`config.mk`:
```
export PLATFORM = sky130hd
export DESIGN_NAME = tmr_err_manager
export DESIGN_NICKNAME = d
export VERILOG_FILES = /design/src/rtl/tmr_err_manager.sv
export SDC_FILE = /design/constraint.sdc
export NUM_CORES = 1
export LEC_CHECK = 0
export BUFFER_PORTS_ARGS = -buffer_cell sky130_fd_sc_hd__buf_2
export CAP_MARGIN = 20
export CORE_MARGIN = 2
export CORE_UTILIZATION = 52
export CTS_BUF_LIST = sky130_fd_sc_hd__clkbuf_2
export DETAILED_ROUTE_END_ITERATION = 6
export PLACE_DENSITY = 0.74
export SLEW_MARGIN = 15
export SYNTH_ARGS = -nofsm -noshare
export SYNTH_HDL_FRONTEND = slang
export SYNTH_SLANG_ARGS = --single-unit
```
`constraint.sdc`:
```
create_clock -name clk -period 5.4 [get_ports clk]
set_input_delay 0.27 -clock clk [delete_from_list [all_inputs] [get_ports clk]]
set_output_delay 0.27 -clock clk [all_outputs]
set_load 0.05 [all_outputs]
```
`src/rtl/tmr_err_manager.sv`:
```
// TMR error manager: leaky per-replica error counters, resync
// request handshake and sticky fatal detection for the voters.
module tmr_err_manager #(
  parameter int N_ERR        = 1,
  parameter int CNT_W        = 8,
  parameter int THRESHOLD    = 16,
  parameter int DECAY_PERIOD = 1024,
  parameter int TOTAL_W      = 32
) (
  input  logic                 clk,
  input  logic                 rst,
  input  logic [N_ERR-1:0]     err_detected_1_i,
  input  logic [N_ERR-1:0]     err_detected_2_i,
  input  logic [N_ERR-1:0]     err_detected_3_i,
  input  logic [N_ERR-1:0]     err_detected_i,
  input  logic [N_ERR-1:0]     err_corrected_i,
  input  logic                 clear_i,
  input  logic                 resync_ack_i,
  output logic                 resync_req_o,
  output logic [1:0]           resync_id_o,
  output logic [2:0]           faulty_mask_o,
  output logic                 fatal_o,
  output logic [3*CNT_W-1:0]   err_cnt_o,
  output logic [TOTAL_W-1:0]   total_err_o
);

  localparam int TW = (DECAY_PERIOD > 2) ? $clog2(DECAY_PERIOD) : 1;
  localparam logic [CNT_W-1:0] CMAX = '1;
  localparam logic [CNT_W-1:0] THR  = CNT_W'(THRESHOLD);
  localparam logic [TW-1:0]    TEND = TW'(DECAY_PERIOD - 1);

  typedef enum logic [1:0] {IDLE, REQ, FATAL} state_t;

  state_t             state_q, state_d;
  logic [1:0]         id_q, id_d;
  logic               req_q, fatal_q;
  logic [CNT_W-1:0]   cnt_q [3];
  logic [CNT_W-1:0]   cnt_d [3];
  logic [TW-1:0]      timer_q, timer_d;
  logic [TOTAL_W-1:0] total_q, total_d;

  logic [2:0] e;
  logic [2:0] sel;
  logic       unc;
  logic       any_det;
  logic       tick;
  logic       clr;
  logic       ack_take;

  assign e       = {|err_detected_3_i, |err_detected_2_i, |err_detected_1_i};
  assign unc     = |(err_detected_i & ~err_corrected_i);
  assign any_det = |err_detected_i;
  assign tick    = ~|e && (timer_q == TEND);
  assign sel     = 3'b001 << id_q;

  always_comb begin
    for (int k = 0; k < 3; k++) begin
      faulty_mask_o[k] = (cnt_q[k] >= THR);
    end
  end

  always_comb begin
    state_d  = state_q;
    id_d     = id_q;
    clr      = 1'b0;
    ack_take = 1'b0;
    unique case (state_q)
      IDLE: begin
        if (unc) begin
          state_d = FATAL;
        end else begin
          unique case (faulty_mask_o)
            3'b000: clr = clear_i;
            3'b001: begin state_d = REQ; id_d = 2'd0; end
            3'b010: begin state_d = REQ; id_d = 2'd1; end
            3'b100: begin state_d = REQ; id_d = 2'd2; end
            default: state_d = FATAL;
          endcase
        end
      end
      REQ: begin
        // a second faulty replica is beyond what TMR can mask
        if (unc || |(faulty_mask_o & ~sel)) begin
          state_d = FATAL;
        end else if (resync_ack_i) begin
          state_d  = IDLE;
          ack_take = 1'b1;
        end
      end
      FATAL:   state_d = FATAL;
      default: state_d = IDLE;
    endcase
  end

  always_comb begin
    for (int k = 0; k < 3; k++) begin
      cnt_d[k] = cnt_q[k];
      if (clr) begin
        cnt_d[k] = '0;
      end else if (ack_take && id_q == 2'(k)) begin
        cnt_d[k] = '0;
      end else if (e[k]) begin
        if (cnt_q[k] != CMAX) cnt_d[k] = cnt_q[k] + 1'b1;
      end else if (tick && cnt_q[k] != '0) begin
        cnt_d[k] = cnt_q[k] - 1'b1;
      end
    end
  end

  always_comb begin
    timer_d = timer_q + 1'b1;
    if (clr || |e || tick) timer_d = '0;
    total_d = total_q;
    if (any_det && total_q != '1) total_d = total_q + 1'b1;
  end

  always_ff @(posedge clk) begin
    if (rst) begin
      state_q <= IDLE;
      id_q    <= 2'd0;
      req_q   <= 1'b0;
      fatal_q <= 1'b0;
      timer_q <= '0;
      total_q <= '0;
      for (int k = 0; k < 3; k++) cnt_q[k] <= '0;
    end else begin
      state_q <= state_d;
      id_q    <= id_d;
      req_q   <= (state_d == REQ);
      fatal_q <= (state_d == FATAL);
      timer_q <= timer_d;
      total_q <= total_d;
      for (int k = 0; k < 3; k++) cnt_q[k] <= cnt_d[k];
    end
  end

  assign resync_req_o = req_q;
  assign resync_id_o  = id_q;
  assign fatal_o      = fatal_q;
  assign err_cnt_o    = {cnt_q[2], cnt_q[1], cnt_q[0]};
  assign total_err_o  = total_q;

endmodule

```
==> flow_summary.ini, run 1 <==
[floorplan]
rows = 32
fp.dieW_um = 93.55
die_y_um = 93.55
start_util_pct = 53.69
io_pins = 72
core_sq_mm = 0.007767
die_area_sq_mm = 0.008752

[clock_tree]
cts.sinks = 72
hold_buffers = 0
cts.repair.resized = 0
root_buffer = clkbuf_2
numCtsBuffers = 9
cts.reportedPaths.clkPinSlew_ns = 0.18
clk_latency_ns = 0.51
clockBufferDepth = 2
htreeDepth = 3
cts_tree = yes
post_cts_buffers = 0

[pwr]
pwr-share-clk_pct = 13.9
powerDensity_mw_per_mm2 = 389.1
report.power.total_mw = 1.830
power_frac_seq_pct = 37.5
netSwitchingFraction_pct = 48.61
power_switching_mw = 0.8898
leakage_nw = 2.000
p_int_mw = 0.9406
worst_ir_drop_vdd_mv = 0.3348
power_frac_comb_pct = 48.6

[cells_and_area]
antenna_cells = 0
nets = 592
final_util_pct = 60.57
final_cells = 667
multi_input_area_sq_mm = 0.002631
layout-drive-gt1-share_pct = 18.58
seqCellArea_sq_mm = 0.001441
design_area_sq_mm = 0.004705
syn_to_final_growth_pct = 12.81
fill_cells = 741

[detailed_routing]
viasPerCell = 5.475
drcViolationCount = 0
postRouteAntennaNets = 0
vias = 3652
wl_per_cell_um = 13.49
dr.pass1.iters = 4
drt-initial-drc-count = 152
drt-total-wl_mm = 8.996

[synthesis]
ys.flop_type = dfxtp_1
syn_avg_cell_area_sq_um = 8.563
ys_seq_area_share_pct = 34.56
synth.area.top_cells = dfxtp_1 (35%), nor2_1 (8.1%), xnor2_1 (7.4%)
ys_types = 51
ys_ff_latch = 72
yosys_warnings = 0
synthesis.area_sq_mm = 0.004170
yosysTopAreaCell = dfxtp_1
synth.most_common_cell = nor2_1
synth_top_cell_area_share_pct = 34.56
netlist_instances = 487
synth_common_cells = nor2_1 (90), dfxtp_1 (72), xnor2_1 (35), nand2_1 (26), a21oi_1 (25)
async_flop_share_pct = 0
synth_edf_count = 0
synth_fp_nets = 519

[timing]
layout_setup_ws_ns = 2.638
fin_crit_ns = 2.762
worst_pin_slew_ns = 0.9107
fmax_mhz = 362.0
skew_ns = 0.03316
hold_viol_final = 0
drv_slew = 0
grt_setup_unrepaired = no
relSlewSlack_pct = 38.73
whs_ns = 0.09727
setup_tns_ns = 0
setup_viol = 0
fin_crit_sh_pct = 51.15

[grt]
antenna_found_initial = 0
grt_util_all_layers_pct = 21.58
grt_pass1_vias = 3349
grt_pass1_wl_mm = 15.30
grt_max_degree = 38
grt_remaining_overflow = 0

[worst_hold_path]
min_from = err_detected_3_i
hold_class = in -> reg
hold_depth = 3
holdPathEnd = timer_q[8]

[placement]
dpl.cell_count = 651
place_area_sq_mm = 0.004612
hpwlAfterDp_mm = 6.871
place_ws_ns = 2.704
place.gp.congestion = 0.8585
io_buffers = 71

[worst_setup_path]
reg2reg_depth = 7
critical_path.startpoint = cnt_q[0][12]
rr_endpoint = cnt_q[0][15]
cp-end-kind = flip-flop
critPathMaxFanout = 10
rrSetupSlack_ns = 2.64
r2r_start = cnt_q[0][12]
path_class = reg -> reg
cp-start-kind = flip-flop
worstPathArrival_ns = 3.16
required_ns = 5.80

[flow_run]
maxCapViolCount = 0

[outcome]
status = completed
cell type report:
type                       instances  area share, %
clock buffer                       9         0.9574
clock inverter                     7          1.011
inverter                          15          1.197
multi-input combinational        391          55.93
sequential                        72          30.64
tap                              102          2.713
timing repair buffer              71          7.553
power by group through the flow:
| stage | Clock [mW] | Combinational, mW | Sequential (mW) |
|---|---|---|---|
| floorplan | 0 | 0.521 | 0.875 |
| global placement | 0 | 0.871 | 0.695 |
| detailed placement | 0 | 0.888 | 0.697 |
| CTS | 0.264 | 0.890 | 0.686 |
| global route | 0.285 | 0.967 | 0.698 |
| finish | 0.255 | 0.889 | 0.686 |
metal layers:
| metal | vias up | global-route usage (%) | part of all wire (%) |
|---|---|---|---|
| met1 | 1677 | 28.76 | 47 |
| met2 | 87 | 34.65 | 46 |
| met5 | - | 0 | 0 |
| met3 | 18 | 3.707 | 4.8 |
| li1 | 1870 | - | - |
| met4 | 0 | 8.937 | 2.1 |
state kept, by name, indices dropped and copies added (netlist names):
register and flops:
resync_id_o 2, state_q 2, timer_q 10, total_err_o 32, cnt_q 24, resync_req_o 1
fatal_o 1
cells by family (layout without fill, tap and decap cells):
group,count (synthesis),after routing,synth area share (%)
simple gates,221,221,26.49
compound gates,72,72,12.84
flops,72,72,34.56
xor+xnor,57,57,11.97
buf+inv,24,102,2.340
fa+ha+maj,23,23,7.441
mux,18,18,4.350
worst max-delay path by stage:
stage,end,slack (ns),cells after the start
after floorplan,cnt_q[0][15],2.79,7
after global placement,cnt_q[0][15],2.79,7
after detailed placement,cnt_q[0][15],2.70,7
after CTS,cnt_q[0][15],2.67,7
after global routing,cnt_q[0][15],2.50,7
final,cnt_q[0][15],2.64,7
critical path, cell delays in order, from the launching register on:
cell and delay [ns]:
dfxtp_1 0.41, nor4_1 0.80, inv_2 0.25, nor4_2 0.46, a31oi_2 0.26, o41ai_4 0.17
nor2_1 0.07, mux2_2 0.27
layout by cell type, fill, tap and decap left out, types with 9 or more instances in the layout:
cell and count:
a21oi_1 25, and3_1 12, buf_2 71, clkbuf_2 9, dfxtp_1 72, ha_1 20
inv_1 14, mux2i_1 17, nand2_1 26, nand3_1 20, nand4_1 17, nor2_1 90
nor3_1 16, o21ai_0 15, xnor2_1 35, xor2_1 22
No activity file was read; power rests on OpenSTA's default activity.
==> run 2: changes to the inputs <==
ABC_AREA = 1   (was unset)
PLACE_DENSITY = 0.73   (was 0.74)
clock period = 2.65 ns   (was 5.4 ns; I/O delays follow)
==> run 2 against run 1 <==
Sequential cell count is the same. Total power grew 64%. Sequential share of layout area shrank 4.2 points. Critical path type unchanged. Highest routed layer unchanged.
==> flow_summary.ini, run 2 <==
[detailed_routing]
drt-initial-drc-count = 153
postRouteAntennaNets = 0
vias = 5114
drcViolationCount = 0
dr.pass1.iters = 4
drt-total-wl_mm = 12.42
wl_per_cell_um = 12.79
viasPerCell = 5.267

[placement]
io_buffers = 71
place.gp.congestion = 0.8842
place_ws_ns = 0.7070
place_area_sq_mm = 0.005355
hpwlAfterDp_mm = 9.560

[timing]
worst_pin_slew_ns = 0.6526
setup_tns_ns = 0
whs_ns = 0.04931
fin_crit_sh_pct = 74.27
fmax_mhz = 508.1
grt_setup_unrepaired = no
drv_slew = 0
fin_crit_ns = 1.968
relSlewSlack_pct = 56.20
layout_setup_ws_ns = 0.6819
skew_ns = 0.03448
hold_viol_final = 0
setup_viol = 0

[clock_tree]
cts.reportedPaths.clkPinSlew_ns = 0.19
htreeDepth = 3
clk_latency_ns = 0.51
post_cts_buffers = 0
cts_tree = yes
cts.repair.resized = 0
hold_buffers = 2
cts.sinks = 72
clockBufferDepth = 2
numCtsBuffers = 9
root_buffer = clkbuf_2

[worst_hold_path]
hold_depth = 4
min_from = err_detected_i
hold_class = in -> reg
holdPathEnd = total_err_o[17]

[grt]
grt_pass1_vias = 4795
grt_remaining_overflow = 0
antenna_found_initial = 0
grt_max_degree = 30
grt_pass1_wl_mm = 21.25
grt_util_all_layers_pct = 25.58

[floorplan]
start_util_pct = 53.31
die_area_sq_mm = 0.01022
die_y_um = 101.1
fp.dieW_um = 101.1
core_sq_mm = 0.009196
io_pins = 72
rows = 35

[synthesis]
ys_seq_area_share_pct = 29.40
ys_ff_latch = 72
synth_top_cell_area_share_pct = 29.40
synth.most_common_cell = nand2_1
netlist_instances = 776
syn_avg_cell_area_sq_um = 6.317
synth_fp_nets = 808
yosys_warnings = 0
synthesis.area_sq_mm = 0.004902
ys.flop_type = dfxtp_1
synth_edf_count = 0
ys_types = 31
synth_common_cells = nand2_1 (267), nor2_1 (90), inv_1 (79), dfxtp_1 (72), nand3_1 (67)
synth.area.top_cells = dfxtp_1 (29%), nand2_1 (20%), nor2_1 (6.9%)
async_flop_share_pct = 0
yosysTopAreaCell = dfxtp_1

[pwr]
leakage_nw = 2.501
powerDensity_mw_per_mm2 = 549.5
worst_ir_drop_vdd_mv = 0.4706

[worst_setup_path]
rrSetupSlack_ns = 0.68
critPathMaxFanout = 18
cp-start-kind = flip-flop
required_ns = 3.10
r2r_start = total_err_o[0]
rr_endpoint = total_err_o[1]
reg2reg_depth = 10
worstPathArrival_ns = 2.42
path_class = reg -> reg
cp-end-kind = flip-flop

[cells_and_area]
seqCellArea_sq_mm = 0.001441
design_area_sq_mm = 0.005456
syn_to_final_growth_pct = 11.31
layout-drive-gt1-share_pct = 15.23
nets = 887
most-common-layout-cells = nand2_1 (267), nor2_1 (90), inv_1 (79)
antenna_cells = 0
multi_input_area_sq_mm = 0.003093
fill_cells = 912
final_common_cell = nand2_1
largest_reg_flops = 32

[flow_run]
maxCapViolCount = 0

[outcome]
status = completed
-- run 2: cell types whose count changed in the layout (fill, tap and decap cells not counted), moves of 9 or more --
cell     change
a21oi_1     +28
o21ai_0      -9
xnor2_1     -24
mux2i_1     -17
a21oi_2     +10
inv_1       +65
nand2_2     +16
nand3_1     +47
and3_1      -12
nand2_1    +241
-- run 2: power by group --
| part | internal, mW | total (mW) | leakage [nW] | switching, mW |
|---|---|---|---|---|
| registers | 1.18 | 1.29 | 0.586 | 0.112 |
| clock network | 0.129 | 0.518 | 0.0594 | 0.389 |
| logic | 0.341 | 1.19 | 1.86 | 0.851 |
-- run 2: stage by stage --
| step | std cells | util [%] | power, mW |
|---|---|---|---|
| after floorplan | 776 | - | 2.231 |
| after global placement | 953 | 58.23 | 2.472 |
| after detailed placement | 953 | 58.23 | 2.494 |
| after CTS | 971 | 59.33 | 3.011 |
| after global routing | 971 | 59.33 | 3.216 |
| final | 971 | 59.33 | 2.998 |
-- run 2: worst max-delay path by stage --
stage,start,to,slack [ns],depth (start not counted)
2_1_floorplan,total_err_o[0],total_err_o[7],0.57,11
3_3_place_gp,total_err_o[0],total_err_o[13],0.80,10
3_5_place_dp,total_err_o[0],total_err_o[30],0.71,10
4_1_cts,total_err_o[0],total_err_o[30],0.68,10
5_1_grt,total_err_o[0],total_err_o[28],0.49,10
6_report,total_err_o[0],total_err_o[1],0.68,10
-- run 2: final cells by class --
| type | instances | area share [%] |
|---|---|---|
| multi-input cells | 615 | 56.68 |
| flip-flops and latches | 72 | 26.42 |
| repair buffers | 76 | 7.292 |
| inverters | 81 | 5.572 |
| well taps | 111 | 2.545 |
| clock buffers | 12 | 1.101 |
| clock inverters | 4 | 0.3898 |
-- run 2: routing by layer --
| layer | track usage, % | routed length, um |
|---|---|---|
| met5 | 0 | 0 |
| met4 | 10.71 | 291 |
| met3 | 2.566 | 505 |
| met2 | 44.57 | 5960 |
| met1 | 32.06 | 5659 |
-- run 2: cell families (layout without fill, tap and decap cells) --
kind of cell    after synthesis  in the layout  synth area share (%)
xor+xnor                     30             30                 5.360
flops                        72             72                 29.40
compound gates               75             75                 8.525
fa+ha+maj                    23             23                 6.330
simple gates                487            487                 42.88
buf+inv                      89            173                 7.504
-- run 2: worst max-delay path, cell delays in order, from the launching register on --
cell	delay (ns)
dfxtp_1	0.44
ha_1	0.27
nand2_2	0.10
nor2_4	0.15
nand2_4	0.09
nor2_4	0.14
nand2_4	0.08
nand2_4	0.15
buf_4	0.27
nand2_1	0.10
a21oi_1	0.14
